File: config.mk
export PLATFORM = sky130hd
export DESIGN_NAME = adain_pass_seq_flat
export DESIGN_NICKNAME = d
export VERILOG_FILES = /design/src/rtl/adain_pass_seq_if.sv /design/src/rtl/adain_pass_seq.sv /design/src/flat_wrapper.sv
export SDC_FILE = /design/constraint.sdc
export NUM_CORES = 1
export LEC_CHECK = 0
export CAP_MARGIN = 30
export CORE_MARGIN = 10
export CORE_UTILIZATION = 41
export CTS_CLUSTER_SIZE = 8
export DETAILED_ROUTE_END_ITERATION = 8
export HOLD_SLACK_MARGIN = 0.06
export PLACE_DENSITY = 0.77
export RECOVER_POWER = 100
export SLEW_MARGIN = 10
export SYNTH_ARGS = -nofsm -noshare
export SYNTH_HDL_FRONTEND = slang
export SYNTH_SLANG_ARGS = --single-unit
File: constraint.sdc
create_clock -name clk -period 6.22 [get_ports clk]
set_input_delay 0.622 -clock clk [delete_from_list [all_inputs] [get_ports clk]]
set_output_delay 0.622 -clock clk [all_outputs]
set_load 0.01 [all_outputs]
File: src/rtl/adain_pass_seq_if.sv
// rtl/adain_pass_seq_if.sv - command, feature-buffer and AdaIN datapath signal bundle
interface adain_pass_seq_if #(
    parameter int WIDTH_IN = 48,
    parameter int N_MAX    = 256
);
    localparam int NW = $clog2(N_MAX + 1);
    localparam int AW = $clog2(N_MAX * N_MAX);

    logic                cmd_valid;
    logic                cmd_ready;
    logic [NW-1:0]       cmd_n;
    logic [WIDTH_IN-1:0] cmd_ys;
    logic [WIDTH_IN-1:0] cmd_yb;
    logic                abort;

    logic                rd_en;
    logic [AW-1:0]       rd_addr;
    logic [WIDTH_IN-1:0] rd_data;

    logic [1:0]          ad_start;
    logic [NW-1:0]       ad_n;
    logic [WIDTH_IN-1:0] ad_in;
    logic [WIDTH_IN-1:0] ad_ys;
    logic [WIDTH_IN-1:0] ad_yb;
    logic [1:0]          ad_done;

    logic                busy;
    logic                frame_done;
    logic                err;
    logic [1:0]          phase;

    modport slave (
        input  cmd_valid, cmd_n, cmd_ys, cmd_yb, abort, rd_data, ad_done,
        output cmd_ready, rd_en, rd_addr, ad_start, ad_n, ad_in, ad_ys, ad_yb,
               busy, frame_done, err, phase
    );

    modport master (
        output cmd_valid, cmd_n, cmd_ys, cmd_yb, abort, rd_data, ad_done,
        input  cmd_ready, rd_en, rd_addr, ad_start, ad_n, ad_in, ad_ys, ad_yb,
               busy, frame_done, err, phase
    );
endinterface

File: src/rtl/adain_pass_seq.sv
// rtl/adain_pass_seq.sv - three-pass AdaIN frame sequencer (MEAN, VAR, NORM)
module adain_pass_seq #(
    parameter int WIDTH_IN = 48,
    parameter int N_MAX    = 256,
    parameter int GAP_CYC  = 5,
    parameter int TIMEOUT  = 1024
) (
    input  logic            clk,
    input  logic            rst_n,
    adain_pass_seq_if.slave bus
);
    function automatic int max2(input int a, input int b);
        return (a > b) ? a : b;
    endfunction

    localparam int NW = $clog2(N_MAX + 1);
    localparam int AW = $clog2(N_MAX * N_MAX);
    // One counter serves pixels, WAIT timeout and GAP; 17 bits minimum keeps P=65536 from wrapping.
    localparam int CW = max2(max2(17, 2 * NW), max2($clog2(TIMEOUT + 1), $clog2(GAP_CYC + 1)));
    localparam logic [1:0] PH_MEAN = 2'b01;
    localparam logic [1:0] PH_NORM = 2'b11;

    typedef enum logic [2:0] {
        S_IDLE,
        S_PREFETCH,
        S_STREAM,
        S_WAIT,
        S_GAP,
        S_FINISH,
        S_ERR
    } state_t;

    state_t              state_q, state_d;
    logic [1:0]          phase_q, phase_d;
    logic [CW-1:0]       cnt_q, cnt_d;
    logic [NW-1:0]       n_q, n_d;
    logic [WIDTH_IN-1:0] ys_q, ys_d;
    logic [WIDTH_IN-1:0] yb_q, yb_d;
    logic                err_q, err_d;

    logic                rd_en_c;
    logic [AW-1:0]       rd_addr_c;
    logic [1:0]          ad_start_c;
    logic [WIDTH_IN-1:0] ad_in_c;
    logic                frame_done_c;

    logic [CW-1:0]       p_total;
    logic [CW-1:0]       cnt_inc;
    logic                last_pix;
    logic                next_exists;
    logic                cmd_bad;

    assign p_total     = CW'(n_q) * CW'(n_q);
    assign cnt_inc     = cnt_q + CW'(1);
    assign last_pix    = (cnt_q == p_total - CW'(1));
    assign next_exists = (cnt_inc < p_total);
    assign cmd_bad     = (bus.cmd_n == '0) || (bus.cmd_n > NW'(N_MAX));

    always_ff @(posedge clk or negedge rst_n) begin
        if (!rst_n) begin
            state_q <= S_IDLE;
            phase_q <= 2'b00;
            cnt_q   <= '0;
            n_q     <= '0;
            ys_q    <= '0;
            yb_q    <= '0;
            err_q   <= 1'b0;
        end else begin
            state_q <= state_d;
            phase_q <= phase_d;
            cnt_q   <= cnt_d;
            n_q     <= n_d;
            ys_q    <= ys_d;
            yb_q    <= yb_d;
            err_q   <= err_d;
        end
    end

    always_comb begin
        state_d      = state_q;
        phase_d      = phase_q;
        cnt_d        = cnt_q;
        n_d          = n_q;
        ys_d         = ys_q;
        yb_d         = yb_q;
        err_d        = err_q;
        rd_en_c      = 1'b0;
        rd_addr_c    = '0;
        ad_start_c   = 2'b00;
        ad_in_c      = '0;
        frame_done_c = 1'b0;

        unique case (state_q)
            S_IDLE: begin
                cnt_d = '0;
                if (bus.cmd_valid) begin
                    n_d   = bus.cmd_n;
                    ys_d  = bus.cmd_ys;
                    yb_d  = bus.cmd_yb;
                    err_d = cmd_bad;
                    if (cmd_bad) begin
                        state_d = S_ERR;
                        phase_d = 2'b00;
                    end else begin
                        state_d = S_PREFETCH;
                        phase_d = PH_MEAN;
                    end
                end
            end
            S_PREFETCH: begin
                rd_en_c = 1'b1;
                cnt_d   = '0;
                state_d = S_STREAM;
            end
            S_STREAM: begin
                // Buffer read latency is one cycle, so the address runs one pixel ahead of ad_in.
                ad_in_c = bus.rd_data;
                if (cnt_q == '0) begin
                    ad_start_c = phase_q;
                end
                if (next_exists) begin
                    rd_en_c   = 1'b1;
                    rd_addr_c = AW'(cnt_inc);
                end
                if (last_pix) begin
                    state_d = S_WAIT;
                    cnt_d   = '0;
                end else begin
                    cnt_d = cnt_inc;
                end
            end
            S_WAIT: begin
                if (bus.ad_done == phase_q) begin
                    cnt_d = '0;
                    if (phase_q == PH_NORM) begin
                        state_d = S_FINISH;
                    end else if (GAP_CYC == 0) begin
                        state_d = S_PREFETCH;
                        phase_d = phase_q + 2'd1;
                    end else begin
                        state_d = S_GAP;
                    end
                end else if (cnt_q == CW'(TIMEOUT - 1)) begin
                    state_d = S_ERR;
                    err_d   = 1'b1;
                end else begin
                    cnt_d = cnt_inc;
                end
            end
            S_GAP: begin
                if (cnt_q == CW'(GAP_CYC - 1)) begin
                    state_d = S_PREFETCH;
                    phase_d = phase_q + 2'd1;
                    cnt_d   = '0;
                end else begin
                    cnt_d = cnt_inc;
                end
            end
            S_FINISH: begin
                frame_done_c = 1'b1;
                state_d      = S_IDLE;
            end
            S_ERR: begin
                frame_done_c = 1'b1;
                state_d      = S_IDLE;
            end
            default: begin
                state_d = S_IDLE;
            end
        endcase

        // Abort overrides any transition, including a timeout or a matching done this cycle.
        if (bus.abort && (state_q != S_IDLE)) begin
            state_d = S_IDLE;
            cnt_d   = '0;
            err_d   = err_q;
        end
    end

    assign bus.cmd_ready  = (state_q == S_IDLE);
    assign bus.busy       = (state_q != S_IDLE);
    assign bus.phase      = (state_q == S_IDLE) ? 2'b00 : phase_q;
    assign bus.rd_en      = rd_en_c;
    assign bus.rd_addr    = rd_addr_c;
    assign bus.ad_start   = ad_start_c;
    assign bus.ad_in      = ad_in_c;
    assign bus.ad_n       = n_q;
    assign bus.ad_ys      = ys_q;
    assign bus.ad_yb      = yb_q;
    assign bus.frame_done = frame_done_c;
    assign bus.err        = err_q;
endmodule

File: src/flat_wrapper.sv
// flat-port wrapper written by rule: the top's interface ports become plain ports
module adain_pass_seq_flat 
#(
    parameter int WIDTH_IN = 48,
    parameter int N_MAX    = 256,
    parameter int GAP_CYC  = 5,
    parameter int TIMEOUT  = 1024
)
  (clk, rst_n, bus_cmd_valid, bus_cmd_n, bus_cmd_ys, bus_cmd_yb, bus_abort, bus_rd_data, bus_ad_done, bus_cmd_ready, bus_rd_en, bus_rd_addr, bus_ad_start, bus_ad_n, bus_ad_in, bus_ad_ys, bus_ad_yb, bus_busy, bus_frame_done, bus_err, bus_phase);
  adain_pass_seq_if #(.WIDTH_IN(WIDTH_IN), .N_MAX(N_MAX)) bus_i ();
  input  logic clk;
  input  logic rst_n;
  input wire logic [$bits(bus_i.cmd_valid)-1:0] bus_cmd_valid;
  input wire logic [$bits(bus_i.cmd_n)-1:0] bus_cmd_n;
  input wire logic [$bits(bus_i.cmd_ys)-1:0] bus_cmd_ys;
  input wire logic [$bits(bus_i.cmd_yb)-1:0] bus_cmd_yb;
  input wire logic [$bits(bus_i.abort)-1:0] bus_abort;
  input wire logic [$bits(bus_i.rd_data)-1:0] bus_rd_data;
  input wire logic [$bits(bus_i.ad_done)-1:0] bus_ad_done;
  output wire logic [$bits(bus_i.cmd_ready)-1:0] bus_cmd_ready;
  output wire logic [$bits(bus_i.rd_en)-1:0] bus_rd_en;
  output wire logic [$bits(bus_i.rd_addr)-1:0] bus_rd_addr;
  output wire logic [$bits(bus_i.ad_start)-1:0] bus_ad_start;
  output wire logic [$bits(bus_i.ad_n)-1:0] bus_ad_n;
  output wire logic [$bits(bus_i.ad_in)-1:0] bus_ad_in;
  output wire logic [$bits(bus_i.ad_ys)-1:0] bus_ad_ys;
  output wire logic [$bits(bus_i.ad_yb)-1:0] bus_ad_yb;
  output wire logic [$bits(bus_i.busy)-1:0] bus_busy;
  output wire logic [$bits(bus_i.frame_done)-1:0] bus_frame_done;
  output wire logic [$bits(bus_i.err)-1:0] bus_err;
  output wire logic [$bits(bus_i.phase)-1:0] bus_phase;
  assign bus_i.cmd_valid = bus_cmd_valid;
  assign bus_i.cmd_n = bus_cmd_n;
  assign bus_i.cmd_ys = bus_cmd_ys;
  assign bus_i.cmd_yb = bus_cmd_yb;
  assign bus_i.abort = bus_abort;
  assign bus_i.rd_data = bus_rd_data;
  assign bus_i.ad_done = bus_ad_done;
  assign bus_cmd_ready = bus_i.cmd_ready;
  assign bus_rd_en = bus_i.rd_en;
  assign bus_rd_addr = bus_i.rd_addr;
  assign bus_ad_start = bus_i.ad_start;
  assign bus_ad_n = bus_i.ad_n;
  assign bus_ad_in = bus_i.ad_in;
  assign bus_ad_ys = bus_i.ad_ys;
  assign bus_ad_yb = bus_i.ad_yb;
  assign bus_busy = bus_i.busy;
  assign bus_frame_done = bus_i.frame_done;
  assign bus_err = bus_i.err;
  assign bus_phase = bus_i.phase;
  adain_pass_seq #(.WIDTH_IN(WIDTH_IN), .N_MAX(N_MAX), .GAP_CYC(GAP_CYC), .TIMEOUT(TIMEOUT)) u_core (.clk(clk), .rst_n(rst_n), .bus(bus_i));
endmodule
After elaboration in Yosys (flattened, before gate mapping)
Index checks and enable logic that the tools add are counted.
Cells by class
  add/sub/neg operators: 3
  multipliers: 1
  divide/modulo/power cells: 0
  magnitude comparators: 2
  equal/unequal tests: 20
  shifts and indexed selects: 0
  multiplexer cells: 32
  bitwise operators: 1
  reduce and logical (&&, ||, !) cells: 16
Operators with widths (number)
  $mux W18: 5
  $pmux W18 S4: 1
  $mux W48: 1
  $mux W16: 2
  $mux W3: 7
  $add A18 B1 Y18 const B: 1
  $eq A18 B10 Y1 const B: 1
  $eq A18 B18 Y1: 1
  $eq A18 B3 Y1 const B: 1
  $logic_not A18 Y1: 1
  $lt A18 B18 Y1: 1
  $mul A9 B9 Y18: 1
  $sub A18 B1 Y18 const B: 1
  $pmux W3 S5: 1
  $mux W2: 5
  $eq A3 B3 Y1 const B: 3
  $gt A9 B9 Y1 const B: 1
  $logic_not A9 Y1: 1
  $mux W1: 7
  $eq A3 B2 Y1 const B: 2
  $ne A3 B1 Y1 const B: 2
  $reduce_and A5 Y1: 1
  $reduce_bool A5 Y1: 1
  $ne A2 B1 Y1 const B: 2
  other kinds (20): 25
Word-level totals
  register bits after elaboration: 129
  latch bits: 0
  RAM bits: 0
  memory bits (read-only): 0
  input bits: 159
  word-level logic and storage cells: 82
  memories kept: 0

Depth between registers and ports, before layout
Gate-level depths: netlist of the first run.
  depth after elaboration: 6
  mapped depth: 26
  depth with buffers taken out: 24

Worst setup path after synthesis of the first run
Ideal clock, no wire load.
  path kind: register to output
  start: reg u_core.n_q[0], in the netlist u_core.bus.ad_n[0]
  end: out bus_rd_addr[11]
  arrival: 5.742 ns
  data required time: 5.598 ns
  slack: -0.144 ns
  stages on the path, launching flop included: 26
  buffers on the path: 2
  path through: dfrtp_1 -> clkbuf_1 -> nand2_1 -> fa_1 -> inv_1 -> fa_1 -> inv_1 -> fa_1 -> fa_1 -> inv_1 -> ha_1 -> nand2_1 -> o31a_2 -> a21oi_1 -> xnor2_1 -> ha_1 -> a21oi_1 -> nor2b_1 -> o21ai_0 -> nand2b_1 -> a21oi_1 -> nand2b_1 -> a21oi_1 -> o21ai_1 -> clkbuf_1 -> nor2_1
Between the ends
  cells in the longest elaborated chain, start to end: 4
RTL lines
  start: declaration: line adain_pass_seq.sv:36  | logic [NW-1:0] n_q, n_d;
  start signal: assignment: line adain_pass_seq.sv:72  | n_q <= n_d;
  $mul A9 B9 Y18: line adain_pass_seq.sv:53  | assign p_total = CW'(n_q) * CW'(n_q);
  $lt A18 B18 Y1: line adain_pass_seq.sv:56  | assign next_exists = (cnt_inc < p_total);
  $mux W16: line adain_pass_seq.sv:121  | if (next_exists) begin
  $mux W16: line adain_pass_seq.sv:93  | unique case (state_q)
  end: declaration: line flat_wrapper.sv:22  | output wire logic [$bits(bus_i.rd_addr)-1:0] bus_rd_addr;
Every way passes these cells.

Worst setup path after layout of the first run
  start: reg u_core.n_q[3], in the netlist u_core.bus.ad_n[3]
  end: out bus_rd_en
Between the ends
  cells in the longest elaborated chain, start to end: 4
RTL lines
  $mul A9 B9 Y18: line adain_pass_seq.sv:53
  $lt A18 B18 Y1: line adain_pass_seq.sv:56
  $mux W1: line adain_pass_seq.sv:121
  $pmux W1 S2: line adain_pass_seq.sv:93
  end: declaration: line flat_wrapper.sv:21  | output wire logic [$bits(bus_i.rd_en)-1:0] bus_rd_en;
Every way passes these cells.

==> flow_summary.toml, run 1 <==
[synth]
ys_warn_count = 0
synth_cell_type_count = 70
yosys_register_bits = 129
synthesis.area_um2 = 8980
synth_flop_cell = "dfrtp_1"
synth_xor_area_share_pct = 4.78
synth_seq_area_share_pct = 35.9
netlist_instances = 1093
synth_top_family_by_area = "simple AND/OR/NAND/NOR gates"
synthMuxAreaShare_pct = 0.487
synth_edf_count = 0
syn_avg_cell_area_um2 = 8.22
synthArstFlopShare_pct = 100
synth-simple-area-share_pct = 29.2
synth_compound_area_share_pct = 9.23
syn_nets = 1337
synthAdderAreaFrac_pct = 14.8

[sta]
drv_slew = 132
relSlewSlack_pct = -161
period_share_pct = 104
finalHoldViolations = 0
worst_slack_ns = -0.228
final.min_clock_period_ns = 6.45
worstMarginPinSlew_ns = 3.92
fmax_ghz = 0.155
rsz0062_at_grt = "true"
skew_ns = 0.0120
setup_viol = 17

[floorplan]
ios = 337
initial_utilization_pct = 41.4
rows = 54
core_um2 = 21700
die_w_um = 168
dieHeight_um = 168
die-area_um2 = 28200

[grt]
first_global_vias = 9133
grt_antenna_before_repair = 2
overflow = 0
grt.total_usage_pct = 22.5
grt_start_max_net_pins = 80
grt_pass1_wl_um = 51000

[finish]
final_area_um2 = 14300
final_cell_mix = "365 x nand2_1, 220 x clkdlybuf4s50_1, 122 x dfrtp_1, 98 x dlygate4sd3_1, 81 x buf_4"
stdcell_count = 1786
layout_commonest_cell = "nand2_1"
nets = 1735
drive_gt1_share_pct = 17.2
ff_latch_area_um2 = 3240
multi_input_area_um2 = 5700
post-route-util_pct = 66.0
syn_to_final_growth_pct = 59.4
fill_cells = 1680

[cts]
clock_tree.htree_level_count = 4
clock_path_buffers = 2
cts_tree = "yes"
clk_pin_slew_ns = 0.06
cts.sink_count = 129
cts_root_buf = "clkbuf_16"
numCtsBuffers = 17
insertion_delay_ns = 0.42

[drt]
dr_total_vias = 8802
ant_nets = 0
viasPerCell = 4.93
drc = 0
dr.pass1.iters = 5
drtIter0Drc = 675
routed_wl_um = 33500
avgRoutedWirePerCell_um = 18.8

[setup_path]
cp_max_fo = 9
required_ns = 5.60
worstSetupEndpointType = "output pin"
worst_ep_arrival_time_ns = 5.83
critPathKind = "reg -> out"
startpoint_type = "flip-flop"

[placed_design]
dpl_cell_area_um2 = 13200
io_buffers = 336
placedCellCount = 1732
globalplace.congestion = 0.868
hpwl_um = 25500

[worst_hold_path]
hp-class = "reg -> reg"

[status]
status = "finished, violations left"
violations = "capacitance limit, slew limit, setup timing"

[job]
drv_cap = 2
metal layers:
layer / global-route usage [%] / part of all wire [%] / vias up
met1: 26.1 / 39 / 4219
met5: 0 / 0 / -
li1: - / - / 4295
met4: 4.39 / 1.3 / 0
met2: 38.9 / 51 / 260
met3: 8.27 / 8.6 / 28
worst max-delay path, cell delays in order (launching register included):
cell and delay [ns]:
dfrtp_1 0.42, buf_6 0.16, nand2_1 0.07, fa_1 0.50, fa_1 0.52, inv_1 0.04, ha_1 0.30, fa_1 0.59
inv_1 0.07, fa_2 0.43, nor2b_4 0.17, o31ai_4 0.09, buf_4 0.15, a21oi_4 0.15, o22ai_1 0.13, xor2_1 0.20
ha_1 0.34, nand2_1 0.05, o21ai_0 0.17, nand4_1 0.17, o21ai_4 0.27, buf_12 0.18, o21ai_0 0.08, buf_2 0.16
path summary, 6_finish.rpt:
check | end | startpoint | cells after the start | slack, ns
worst max-delay path | bus_rd_en | u_core.bus.ad_n[3] | 23 | -0.23
worst min-delay path | u_core.bus.ad_yb[8] | u_core.bus.ad_yb[8] | 2 | 0.47
worst max register to register | u_core.cnt_q[5] | u_core.bus.ad_n[3] | 23 | 0.13
worst min register to register | u_core.bus.ad_yb[8] | u_core.bus.ad_yb[8] | 2 | 0.47
max in group asynchronous | u_core.bus.ad_n[8] | rst_n | 2 | 1.45
min in group asynchronous | u_core.cnt_q[15] | rst_n | 1 | 1.55
Yosys cell counts (13+ instances only):
library cell	instances	area share (%)
clkbuf_1	52	2.2
and2_1	75	5.2
xnor2_1	24	2.3
o21ai_0	20	1.1
dfrtp_1	129	36
a21o_1	13	1.1
nand3_1	19	1.1
nand2_1	372	16
a21oi_1	29	1.6
nor2_1	47	2.0
inv_1	76	3.2
fa_1	36	8.0
xor2_1	16	1.6
ha_1	49	6.8
final cells by class:
| type | instances | share of cell area [%] |
|---|---|---|
| clock inverter | 14 | 1.24 |
| multi-input combinational | 833 | 39.8 |
| sequential | 129 | 22.6 |
| clock buffer | 18 | 3.00 |
| tap | 280 | 2.45 |
| inverter | 76 | 1.99 |
| timing repair buffer | 434 | 28.8 |
| antenna | 2 | 0.0350 |
sequential cells by signal, summed over array words and instances, names as in the netlist:
| signal | cells |
|---|---|
| u_core.phase_q | 2 |
| u_core.bus.ad_yb | 48 |
| u_core.bus.err | 1 |
| u_core.bus.ad_ys | 48 |
| u_core.cnt_q | 18 |
| u_core.bus.ad_n | 9 |
| u_core.state_q | 3 |
cells by family after synthesis:
kind of cell | Yosys count
simple gates | 584
buf+inv | 131
flops | 129
compound gates | 116
fa+ha+maj | 85
xor+xnor | 44
mux | 4
what timing repair did:
item                       CTS  global route
cloned                       0             1
buffers inserted             4            15
hold buffers                 0             0
setup endpoints to repair   31            35
gates resized for setup    104            75
pin swaps                   21            45
through the flow:
step	hold slack [ns]	worst slack, ns	TNS, ns
after floorplan	0.326	0.00580	0
after global placement	0.456	-0.179	-2.79
after detailed placement	0.462	-0.295	-4.45
after CTS	0.226	-0.0576	-0.687
after global routing	0.490	-0.436	-7.72
final	0.468	-0.228	-3.15
Power of run 1 is not shown: default switching activity piles up to over one toggle a cycle in this logic, so the estimate is an artifact.
==> inputs of run 2 (changes only) <==
--- a/config.mk
+++ b/config.mk
@@ -12,7 +12,7 @@
 export DETAILED_ROUTE_END_ITERATION = 8
 export HOLD_SLACK_MARGIN = 0.06
 export PLACE_DENSITY = 0.77
-export RECOVER_POWER = 100
+export RECOVER_POWER = 50
 export SLEW_MARGIN = 10
 export SYNTH_ARGS = -nofsm -noshare
 export SYNTH_HDL_FRONTEND = slang
==> run 2 against run 1 <==
Effect of this change:
- the flow still finishes with violations (capacitance limit, slew limit, setup timing)
- register-to-register slack is essentially flat
- sequential share of layout area unchanged
- flip-flop and latch count unchanged
- die area stayed put
- critical endpoint unchanged
- largest cell class unchanged
- highest routed layer unchanged
==> flow_summary.toml, run 2 (same netlist as run 1, synthesis figures left out) <==
[worst_hold_path]
hp-start = "u_core.bus.ad_yb[8]"
hp-class = "reg -> reg"

[drt]
viasPerCell = 4.96
ant_nets = 0
drtIter0Drc = 615
drc = 0
routed_wl_um = 33500
avgRoutedWirePerCell_um = 18.8
dr_total_vias = 8851
dr.pass1.iters = 5

[floorplan]
ios = 337
die_w_um = 168
rows = 54
core_um2 = 21700
die-area_um2 = 28200
dieHeight_um = 168
initial_utilization_pct = 41.4

[grt]
overflow = 0
grt_antenna_before_repair = 2
first_global_vias = 9133
grt.total_usage_pct = 22.5
grt_pass1_wl_um = 51000
grt_start_max_net_pins = 80

[finish]
final_cell_mix = "365 x nand2_1, 246 x clkdlybuf4s50_1, 122 x dfrtp_1, 81 x buf_4, 72 x dlygate4sd3_1"
fill_cells = 1680
drive_gt1_share_pct = 17.2
ff_latch_area_um2 = 3240
multi_input_area_um2 = 5700
nets = 1735
syn_to_final_growth_pct = 59.4
layout_commonest_cell = "nand2_1"

[setup_path]
startpoint = "u_core.bus.ad_n[3]"
path_cells = "buf_6 > nand2_1 > fa_1 > fa_1 > inv_1 > ha_1 > fa_1 > inv_1 > fa_2 > nor2b_4 > o31ai_4 > buf_4 > a21oi_4 > o22ai_1 > xor2_1 > ha_1 > nand2_1 > o21ai_0 > nand4_1 > o21ai_4 > buf_12 > o21ai_0 > buf_2"
path_buf_inv = 6
critPathMaxStageDelay_ns = 0.59
crit_end = "bus_rd_en"
cp.depth = 23
worstReg2RegStart = "u_core.bus.ad_n[3]"
worst_r2r_endpoint = "u_core.cnt_q[5]"
cp_max_fo = 9
required_ns = 5.60
cp_slowest_cell = "fa_1"
crit_family = "adder cells"
critPathKind = "reg -> out"
reg2reg_slack_ns = 0.14
startpoint_type = "flip-flop"
r2r_cells = 23
path_common_cell = "fa_1"
worstSetupEndpointType = "output pin"
worst_ep_arrival_time_ns = 5.82

[sta]
worst_slack_ns = -0.224
fmax_ghz = 0.155
period_share_pct = 104
drv_slew = 132
timing.hold.ws_ns = 0.467
setup_viol = 17
relSlewSlack_pct = -161
final.min_clock_period_ns = 6.44
skew_ns = 0.0116
worstMarginPinSlew_ns = 3.91
finalHoldViolations = 0
rsz0062_at_grt = "true"

[cts]
cts.sink_count = 129
cts_tree = "yes"
insertion_delay_ns = 0.42
clock_tree.htree_level_count = 4
clk_pin_slew_ns = 0.06
cts_root_buf = "clkbuf_16"
clock_path_buffers = 2
numCtsBuffers = 17

[status]
violations = "capacitance limit, slew limit, setup timing"
status = "finished, violations left"

[placed_design]
io_buffers = 336
globalplace.congestion = 0.868
hpwl_um = 25500

[job]
drv_cap = 2
## run 2: changes by cell type in the layout (fill, tap and decap cells not counted), sizes merged
cell,change
clkdlybuf4s50,+26
dlygate4sd3,-26
## run 2: cell type report
type,instances,share of cell area [%]
multi-input combinational,833,39.8
timing repair buffer,434,28.8
sequential,129,22.6
clock buffer,18,3.00
tap,280,2.45
inverter,76,1.99
clock inverter,14,1.24
antenna,2,0.0350
## run 2: timing repair
item | in CTS | in global routing
setup buffers | 4 | 15
gates cloned | 0 | 1
endpoints found under the setup margin | 31 | 35
pin swaps | 21 | 45
hold buffers | 0 | 0
endpoints found under the hold margin | 0 | 0
resized for setup | 104 | 75
## run 2: how the worst min path moves through the flow
stage	slack, ns	cells past startpoint	to
2_1_floorplan	0.33	0	u_core.bus.ad_n[0]
3_3_place_gp	0.46	2	u_core.bus.ad_ys[13]
3_5_place_dp	0.46	2	u_core.bus.ad_yb[35]
4_1_cts	0.23	1	u_core.cnt_q[15]
5_1_grt	0.49	2	u_core.bus.ad_ys[5]
6_report	0.47	2	u_core.bus.ad_yb[8]
## run 2: worst register-to-register path: stages (launching register included)
cell       delay, ns
dfrtp_1         0.42
buf_6           0.16
nand2_1         0.07
fa_1            0.50
fa_1            0.52
inv_1           0.04
ha_1            0.30
fa_1            0.59
inv_1           0.07
fa_2            0.43
buf_4           0.16
xor2_2          0.17
buf_4           0.17
xor2_2          0.19
nor3b_1         0.25
o21ai_1         0.12
a221oi_2        0.33
nand3_2         0.15
a2111oi_4       0.40
o311ai_4        0.22
o21ai_4         0.27
buf_6           0.15
nor3_1          0.04
o31a_1          0.24
## run 2: stage by stage
stage	setup TNS [ns]	util, %	cells	setup slack [ns]	area [µm²]
after floorplan	0	-	1093	0.00580	9000
after global placement	-2.79	60.3	1729	-0.179	13100
after detailed placement	-4.45	60.6	1732	-0.295	13200
after CTS	-0.687	64.1	1768	-0.0576	13900
after global routing	-7.72	66.0	1786	-0.436	14300
final	-3.09	66.0	1786	-0.224	14300
## run 2: routing by layer
| layer | track usage (%) | vias up | share of wire, % |
|---|---|---|---|
| met5 | 0 | - | 0 |
| met4 | 4.39 | 0 | 1.4 |
| met2 | 38.9 | 290 | 51 |
| li1 | - | 4293 | - |
| met1 | 26.1 | 4236 | 38 |
| met3 | 8.27 | 32 | 8.9 |
Power of run 2 is left out for the same reason.
==> inputs of run 3 (changes only) <==
--- a/config.mk
+++ b/config.mk
@@ -11,6 +11,7 @@
 export CTS_CLUSTER_SIZE = 8
 export DETAILED_ROUTE_END_ITERATION = 8
 export HOLD_SLACK_MARGIN = 0.06
+export MAX_ROUTING_LAYER = met4
 export PLACE_DENSITY = 0.77
 export RECOVER_POWER = 50
 export SLEW_MARGIN = 10
==> run 3 against run 2 <==
Effect of this change:
- the run still ends with capacitance limit, slew limit, setup timing left
- cell count is 1.0% lower
- cell area is 2.4% lower
- worst hold slack barely moved
- die area is the same
- non-clock buffer count down 18
- wire length decreased by 5.1%
- fmax is 2.8% higher
- sequential share of layout area up 0.53 points
- clock skew hardly changed
- count of clock-buffer cells in the layout unchanged
- critical path depth is 2 higher
- setup slack improved by 0.17 ns
- critical path type unchanged
- largest cell class unchanged
==> flow_summary.toml, run 3 (same netlist as run 1, synthesis figures left out) <==
[status]
status = "finished, violations left"
violations = "capacitance limit, slew limit, setup timing"

[cts]
cts_tree = "yes"
insertion_delay_ns = 0.42
clock_tree.htree_level_count = 4
cts_root_buf = "clkbuf_16"
hold_buffers = 0
cts.sink_count = 129
clock_path_buffers = 2
clk_pin_slew_ns = 0.07
numCtsBuffers = 17

[floorplan]
core_um2 = 21700
dieHeight_um = 168
rows = 54
die-area_um2 = 28200
die_w_um = 168
initial_utilization_pct = 41.4
ios = 337

[sta]
worst_slack_ns = -0.0492
finalHoldViolations = 0
fmax_ghz = 0.160
period_share_pct = 101
relSlewSlack_pct = -172
worstMarginPinSlew_ns = 4.08
rsz0062_at_grt = "true"
skew_ns = 0.0115
drv_slew = 72
final.min_clock_period_ns = 6.27
setup_viol = 17

[drt]
viasPerCell = 4.88
dr.pass1.iters = 5
avgRoutedWirePerCell_um = 18.0
routed_wl_um = 31800
drtIter0Drc = 521
ant_nets = 0
drc = 0
dr_total_vias = 8634

[placed_design]
io_buffers = 336
place_ws_ns = -0.449
globalplace.congestion = 0.875
hpwl_um = 25200

[finish]
nets = 1717
fill_cells = 1784
syn_to_final_growth_pct = 55.5
final_cell_mix = "367 x nand2_1, 239 x clkdlybuf4s50_1, 125 x dfrtp_1, 79 x dlygate4sd3_1, 74 x buf_4"
multi_input_area_um2 = 5610
layout_commonest_cell = "nand2_1"
ff_latch_area_um2 = 3230
drive_gt1_share_pct = 14.9

[grt]
grt_antenna_before_repair = 2
grt_start_max_net_pins = 72
grt.total_usage_pct = 22.6
grt_pass1_wl_um = 49600
first_global_vias = 9033
overflow = 0

[setup_path]
required_ns = 5.60
critPathMaxStageDelay_ns = 0.57
cp_max_fo = 17
worstSetupEndpointType = "output pin"
worst_ep_arrival_time_ns = 5.65
cp_slowest_cell = "fa_1"
critPathKind = "reg -> out"
startpoint_type = "flip-flop"

[worst_hold_path]
hp-class = "reg -> reg"

[job]
drv_cap = 1
[run 3: changes by cell type in the layout (fill, tap and decap cells not counted), moves of 5 or more]
| cell | previous run | this run |
|---|---|---|
| buf_6 | 12 | 2 |
| buf_4 | 81 | 74 |
| clkdlybuf4s50_1 | 246 | 239 |
| dlygate4sd3_1 | 72 | 79 |
| nor2_1 | 37 | 42 |
| nor2_2 | 10 | 5 |
[run 3: stage by stage]
| step | std cells | TNS [ns] | cell area [µm²] | hold slack, ns | utilization [%] |
|---|---|---|---|---|---|
| final | 1768 | -0.492 | 14000 | 0.467 | 64.4 |
| after global routing | 1768 | -5.07 | 14000 | 0.491 | 64.4 |
| after CTS | 1765 | -1.11 | 13800 | 0.247 | 63.6 |
| after detailed placement | 1730 | -6.79 | 13100 | 0.461 | 60.5 |
| after global placement | 1728 | -4.47 | 13100 | 0.456 | 60.3 |
| after floorplan | 1093 | 0 | 9000 | 0.326 | - |
[run 3: critical path, delay by kind of cell, from the launching register on]
kind	cells	cell delay (ns)
buffers and inverters	9	0.85
and+or+nand+nor	4	0.54
adders and majority gates	6	2.31
AOI/OAI and AO/OA	6	1.07
DFF	1	0.44
[run 3: layout make-up]
| class | instances | share of cell area, % |
|---|---|---|
| tap | 280 | 2.51 |
| timing repair buffer | 416 | 28.0 |
| clock buffer | 18 | 3.07 |
| multi-input combinational | 833 | 40.1 |
| sequential | 129 | 23.1 |
| antenna | 2 | 0.0358 |
| inverter | 76 | 2.04 |
| clock inverter | 14 | 1.06 |
[run 3: final timing paths]
kind | cells past startpoint | slack (ns) | endpoint | start
max reg2reg | 25 | 0.29 | u_core.cnt_q[17] | u_core.bus.ad_n[0]
min | 2 | 0.47 | u_core.bus.ad_yb[22] | u_core.bus.ad_yb[22]
min reg2reg | 2 | 0.47 | u_core.bus.ad_yb[22] | u_core.bus.ad_yb[22]
max | 25 | -0.05 | bus_rd_en | u_core.bus.ad_n[0]
max in group asynchronous | 2 | 1.47 | u_core.bus.ad_n[2] | rst_n
min in group asynchronous | 1 | 1.62 | u_core.bus.ad_n[5] | rst_n
[run 3: what timing repair did]
item,in CTS,in global routing
endpoints found under the setup margin,17,36
resized for setup,104,37
setup buffers,3,1
pin swaps,13,24
[run 3: routing by layer]
metal  GRT usage, %  up-vias  part of all wire [%]
li1               -     4258                     -
met1           25.9     4121                    41
met2           37.0      229                    50
met3           8.82       26                   8.5
met4           4.50        0                   1.1
met5              -        -                     0
Power of run 3 is left out for the same reason.
